===== config.mk =====
export PLATFORM = sky130hd
export DESIGN_NAME = song_sequencer
export DESIGN_NICKNAME = d
export VERILOG_FILES = /design/src/rtl/song_sequencer.sv
export SDC_FILE = /design/constraint.sdc
export NUM_CORES = 1
export LEC_CHECK = 0
export BUFFER_PORTS_ARGS = -buffer_cell sky130_fd_sc_hd__buf_2
export CORE_UTILIZATION = 49
export CTS_CLUSTER_SIZE = 30
export DETAILED_ROUTE_END_ITERATION = 7
export MAX_ROUTING_LAYER = met4
export PLACE_DENSITY = 0.85
export SETUP_SLACK_MARGIN = 0.2
export SLEW_MARGIN = 15
export SYNTH_ARGS = -nofsm -noshare
export SYNTH_HDL_FRONTEND = slang
export SYNTH_SLANG_ARGS = --single-unit

===== constraint.sdc =====
create_clock -name clk -period 2.54 [get_ports clk]
set_clock_uncertainty 0.05 [all_clocks]
set_input_delay 0.635 -clock clk [delete_from_list [all_inputs] [get_ports clk]]
set_output_delay 0.635 -clock clk [all_outputs]
set_load 0.05 [all_outputs]

===== src/rtl/song_sequencer.sv =====
// rtl/song_sequencer.sv - steps through a song held in an external synchronous ROM and feeds note_player
//
// Purpose:
//    Fetches {note, duration} entries of the selected song in order. Each
//    entry is presented to note_player with a one-cycle load_new_note pulse.
//    The sequencer then waits for done_with_note before fetching the next
//    entry. A duration of zero marks the end of a song, and so does finishing
//    the last index of the song.
//
// Configuration macro:
//    SONG_LOOP_EN - when defined, the end of a song restarts the same song
//                   from index 0. DONE is never entered, and song_done pulses
//                   for one cycle at each loop. When undefined, the
//                   sequencer parks in DONE until next_song or reset.
//
// Ports:
//    clk               in   1              system clock, rising edge
//    reset             in   1              asynchronous assert, active-low
//    play              in   1              level: 1 = run, 0 = pause
//    next_song         in   1              pulse: jump to start of next song
//    done_with_note    in   1              note_player finished current note
//    rom_addr          out  SONG_W+NOTE_W  {current_song, note_idx}
//    rom_data          in   12             {note[11:6], duration[5:0]}, 1 clk after addr
//    note_to_load      out  6              note for note_player
//    duration_to_load  out  6              duration (1/48 s beats) for note_player
//    load_new_note     out  1              pulse: note/duration valid this cycle
//    play_enable       out  1              high in LOAD and WAIT_NOTE only
//    song_done         out  1              current song has ended
//    current_song      out  SONG_W         selected song index

module song_sequencer #(
   parameter int SONG_W = 2,
   parameter int NOTE_W = 5
) (
   input  logic                     clk,
   input  logic                     reset,
   input  logic                     play,
   input  logic                     next_song,
   input  logic                     done_with_note,
   output logic [SONG_W+NOTE_W-1:0] rom_addr,
   input  logic [11:0]              rom_data,
   output logic [5:0]               note_to_load,
   output logic [5:0]               duration_to_load,
   output logic                     load_new_note,
   output logic                     play_enable,
   output logic                     song_done,
   output logic [SONG_W-1:0]        current_song
);

   localparam logic [2:0] ST_IDLE      = 3'd0;
   localparam logic [2:0] ST_FETCH     = 3'd1;
   localparam logic [2:0] ST_WAIT_ROM  = 3'd2;
   localparam logic [2:0] ST_LOAD      = 3'd3;
   localparam logic [2:0] ST_WAIT_NOTE = 3'd4;
   localparam logic [2:0] ST_PAUSED    = 3'd5;
   localparam logic [2:0] ST_DONE      = 3'd6;

   localparam logic [NOTE_W-1:0] IDX_LAST = {NOTE_W{1'b1}};

   logic [2:0]        state;
   logic [2:0]        state_d;
   logic [NOTE_W-1:0] note_idx;
   logic [NOTE_W-1:0] note_idx_d;
   logic [SONG_W-1:0] song_d;
   logic              capture;
   logic              end_of_song;

   // The ROM is addressed straight from the registered song and index. The
   // index is already updated by the time FETCH is entered, so the data
   // returned during WAIT_ROM belongs to the entry being fetched.
   assign rom_addr = {current_song, note_idx};

   assign load_new_note = (state == ST_LOAD);
   assign play_enable   = (state == ST_LOAD) || (state == ST_WAIT_NOTE);

   always_comb begin
      state_d     = state;
      note_idx_d  = note_idx;
      song_d      = current_song;
      capture     = 1'b0;
      end_of_song = 1'b0;

      // next_song overrides everything else, including pause and
      // done_with_note arriving in the same cycle.
      if (next_song) begin
         song_d     = current_song + SONG_W'(1);
         note_idx_d = '0;
         state_d    = play ? ST_FETCH : ST_IDLE;
      end else begin
         case (state)
            ST_IDLE: begin
               if (play) state_d = ST_FETCH;
            end
            ST_FETCH: begin
               state_d = play ? ST_WAIT_ROM : ST_PAUSED;
            end
            ST_WAIT_ROM: begin
               if (!play) begin
                  state_d = ST_PAUSED;
               end else begin
                  capture = 1'b1;
                  if (rom_data[5:0] == 6'd0) end_of_song = 1'b1;
                  else                       state_d     = ST_LOAD;
               end
            end
            ST_LOAD: begin
               state_d = play ? ST_WAIT_NOTE : ST_PAUSED;
            end
            ST_WAIT_NOTE: begin
               // Pausing wins over a simultaneous done_with_note: the index
               // is held and the same note is replayed when play returns.
               if (!play) begin
                  state_d = ST_PAUSED;
               end else if (done_with_note) begin
                  if (note_idx == IDX_LAST) begin
                     end_of_song = 1'b1;
                  end else begin
                     note_idx_d = note_idx + NOTE_W'(1);
                     state_d    = ST_FETCH;
                  end
               end
            end
            ST_PAUSED: begin
               if (play) state_d = ST_FETCH;
            end
            ST_DONE: begin
               state_d = ST_DONE;
            end
            default: begin
               state_d = ST_IDLE;
            end
         endcase

`ifdef SONG_LOOP_EN
         if (end_of_song) begin
            state_d    = ST_FETCH;
            note_idx_d = '0;
         end
`else
         if (end_of_song) begin
            state_d = ST_DONE;
         end
`endif
      end
   end

   always_ff @(posedge clk or negedge reset) begin
      if (!reset) begin
         state            <= ST_IDLE;
         note_idx         <= '0;
         current_song     <= '0;
         note_to_load     <= 6'd0;
         duration_to_load <= 6'd0;
      end else begin
         state        <= state_d;
         note_idx     <= note_idx_d;
         current_song <= song_d;
         // The end-of-song marker is captured like any other entry, so the
         // note/duration registers always show the last word read.
         if (capture) begin
            note_to_load     <= rom_data[11:6];
            duration_to_load <= rom_data[5:0];
         end
      end
   end

`ifdef SONG_LOOP_EN
   // With looping the song never parks, so song_done marks each restart
   // with a single-cycle pulse in the FETCH cycle that begins the new pass.
   logic loop_pulse;

   always_ff @(posedge clk or negedge reset) begin
      if (!reset) loop_pulse <= 1'b0;
      else        loop_pulse <= end_of_song;
   end

   assign song_done = loop_pulse;
`else
   assign song_done = (state == ST_DONE);
`endif

endmodule


==> results.cfg <==
[synthesis]
netlist_area_sq_um = 1210
yosys.cell_types.count = 38
synth-seq-cells = 22
synth_seq_area_share_pct = 45.5
synth_area_per_cell_sq_um = 11.5
syn-num-nets = 124
synth_cells = 105
yosysWarnings = 0

[clock_network]
cts.repair.resized = 0
cts_buffer_depth = 2
cts-htree-levels = 1
numCtsBuffers = 3
cts_hold_buffers = 0
clock-root-buffer = clkbuf_4
postCtsSetupBuffers = 0
cts_tree = built
clkTransAtPathRegs_ns = 0.12
clock_latency_ns = 0.31
clock-sinks = 22

[place]
dp_hpwl_um = 1650
place_congestion = 0.796
port_buffers = 40

[outcome]
status = finished, final reports clean

[setup_path]
cp_slowest_cell = dfrtp_1
r2r_slack_ns = 0.57
crit_type = reg2out
r2r-start = note_idx[0]
worstPathRequired_ns = 1.86
worstSetupStartpointType = flop
crit_path_max_fanout = 12
r2r-end = note_idx[1]
end_kind = output port
max_stage_delay_ns = 0.56
crit_chain = nand2_1 -> nor2_2 -> a21o_1 -> buf_2
cp.arrival_ns = 1.46
r2r_cells = 7

[timing]
rsz0062_at_grt = no
worstMarginPinSlew_ns = 0.461
period_share_pct = 84.4
final-setup-viol-count = 0
tns_ns = 0
slew_violations = 0
hold_viol_final = 0
max_freq_mhz = 467
fin_crit_ns = 2.14
maxSlewHeadroom_pct = 69.3

[route]
ant_nets = 0
wl_um = 2260
wl_per_cell_um = 13.3
route.detailed.drc = 0
vias = 908
firstDrtPassIters = 4
drtIter0Drc = 6
routed_via_density = 5.37

[die]
ioPinCount = 41
dieWidth_um = 51.7
rows = 17
die_y_um = 51.7
start_util_pct = 53.2
core_area_sq_um = 2280
dieArea_sq_um = 2670

[layout]
area_growth_pct = 18.9
n_antenna_cell = 0
final_layout_size_suffix_gt1_share_pct = 44.7
nFillCells = 187
finalNetCount = 161

[flow_run]
maxCapViolCount = 0

[power]
leakagePower_nw = 0.757
total_power_mw = 1.59
power_density_nw_per_um2 = 1100
ir_worst_vdd_mv = 1.03

[grt]
grt_pass1_vias = 827
track_usage_pct = 19.8
grt_max_degree = 23
grt_antenna_before_repair = 0
grt_pass1_wl_um = 3770
grt_remaining_overflow = 0

[min_path]
hp-class = in2async
[per-stage QoR]
| step | setup slack (ns) | util (%) | instance area [sq um] | cells | hold WS (ns) |
|---|---|---|---|---|---|
| 6_report | 0.397 | 63.2 | 1440 | 169 | 0.203 |
| 2_1_floorplan | 0.365 | - | 1210 | 105 | 0.289 |
| 3_5_place_dp | 0.566 | 60.9 | 1390 | 165 | 0.437 |
| 4_1_cts | 0.396 | 63.2 | 1440 | 169 | 0.220 |
| 3_3_place_gp | 0.632 | 60.9 | 1390 | 165 | 0.428 |
| 5_1_grt | 0.257 | 63.2 | 1440 | 169 | 0.230 |
[cell usage after synthesis]
library cell / n / area [sq um]
buf_6: 1 / 11.3
nand3_1: 2 / 10.0
inv_1: 1 / 3.75
nor3b_4: 1 / 18.8
nor3_1: 2 / 10.0
or2b_1: 1 / 7.51
mux2i_1: 2 / 20.0
and4b_1: 1 / 10.0
and3b_1: 1 / 8.76
o21bai_2: 1 / 11.3
buf_12: 1 / 20.0
nand4bb_1: 1 / 11.3
o41ai_2: 1 / 16.3
a21o_1: 2 / 15.0
nand3b_1: 1 / 7.51
nor3b_1: 1 / 7.51
a21oi_1: 1 / 5.00
a31oi_1: 1 / 6.26
or3b_2: 1 / 8.76
nand2_1: 8 / 30.0
nor2_1: 13 / 48.8
buf_4: 3 / 22.5
o21ai_0: 2 / 10.0
mux2_4: 10 / 150
dfrtp_1: 22 / 551
or2_1: 1 / 6.26
clkbuf_1: 4 / 15.0
xor2_1: 2 / 17.5
mux2_2: 2 / 22.5
and3_1: 1 / 6.26
a211oi_1: 3 / 22.5
xnor2_1: 3 / 26.3
nand2b_4: 1 / 13.8
ha_1: 2 / 25.0
nor4_1: 1 / 6.26
o31ai_1: 1 / 7.51
nor2b_1: 2 / 12.5
o21a_1: 1 / 7.51
[sequential cells by signal, summed over array words and instances, names as in the netlist]
register	flops
note_idx	5
state	3
current_song	2
duration_to_load	6
note_to_load	6
[worst max-delay path by stage]
| stage | startpoint | endpoint | depth (start not counted) |
|---|---|---|---|
| global placement | play | duration_to_load[5] | 5 |
| finish | state[1] | play_enable | 4 |
| CTS | state[1] | play_enable | 4 |
| global route | state[1] | play_enable | 4 |
| floorplan | state[2] | play_enable | 3 |
| detailed placement | note_idx[0] | note_idx[1] | 7 |
[placed cells by master (no fill, tap or decap), types with 2 or more instances in the layout]
master	n
xnor2_1	3
mux2i_1	2
nand3_1	2
mux2_2	2
clkbuf_4	3
ha_1	2
o21ai_0	2
mux2_4	10
a211oi_1	3
nor3_1	2
a21o_1	2
dfrtp_1	22
nand2_1	8
nor2b_1	2
xor2_1	2
nor2_1	12
buf_2	40
[power breakdown]
| group | switching (mW) | leakage [nW] | internal (mW) |
|---|---|---|---|
| combinational | 0.555 | 0.448 | 0.233 |
| clock | 0.108 | 0.0279 | 0.160 |
| sequential | 0.0768 | 0.282 | 0.456 |
| total | 0.740 | 0.757 | 0.849 |
[area by class of cell]
cell class | count | area, sq um | share of cell area [%]
Sequential cell | 22 | 551 | 38.3
Multi-Input combinational cell | 73 | 589 | 41.0
Clock buffer | 3 | 22.5 | 1.57
Timing Repair Buffer | 41 | 208 | 14.4
Tap cell | 28 | 35.0 | 2.43
Clock inverter | 1 | 30.0 | 2.09
Inverter | 1 | 3.75 | 0.261
[kinds of logic (layout without fill, tap and decap cells)]
family                   after synthesis  in the layout  share of synthesized area (%)
flip-flops                            22             22                           45.5
adder cells (fa/ha/maj)                2              2                           2.07
AO/OA/AOI/OAI                         13             13                           8.38
AND/OR/NAND/NOR                       39             39                           18.5
XOR/XNOR                               5              5                           3.62
buffers and inverters                 10             46                           6.00
multiplexers                          14             14                           15.9
[metal layers]
layer  track usage (%)  vias up  wire (um)
met1              23.3      440        998
met4              5.41        0         22
met3              6.43        5        161
met2              32.7       30       1070
li1                  -      433          -
met5                 -        -          0
[worst max-delay path, delay by kind of cell, from the launching register on]
family / cells / cell delay, ns
simple gates: 2 / 0.24
flops: 1 / 0.56
compound gates: 1 / 0.09
buf+inv: 1 / 0.25
Power figures use the tool's default switching activity.
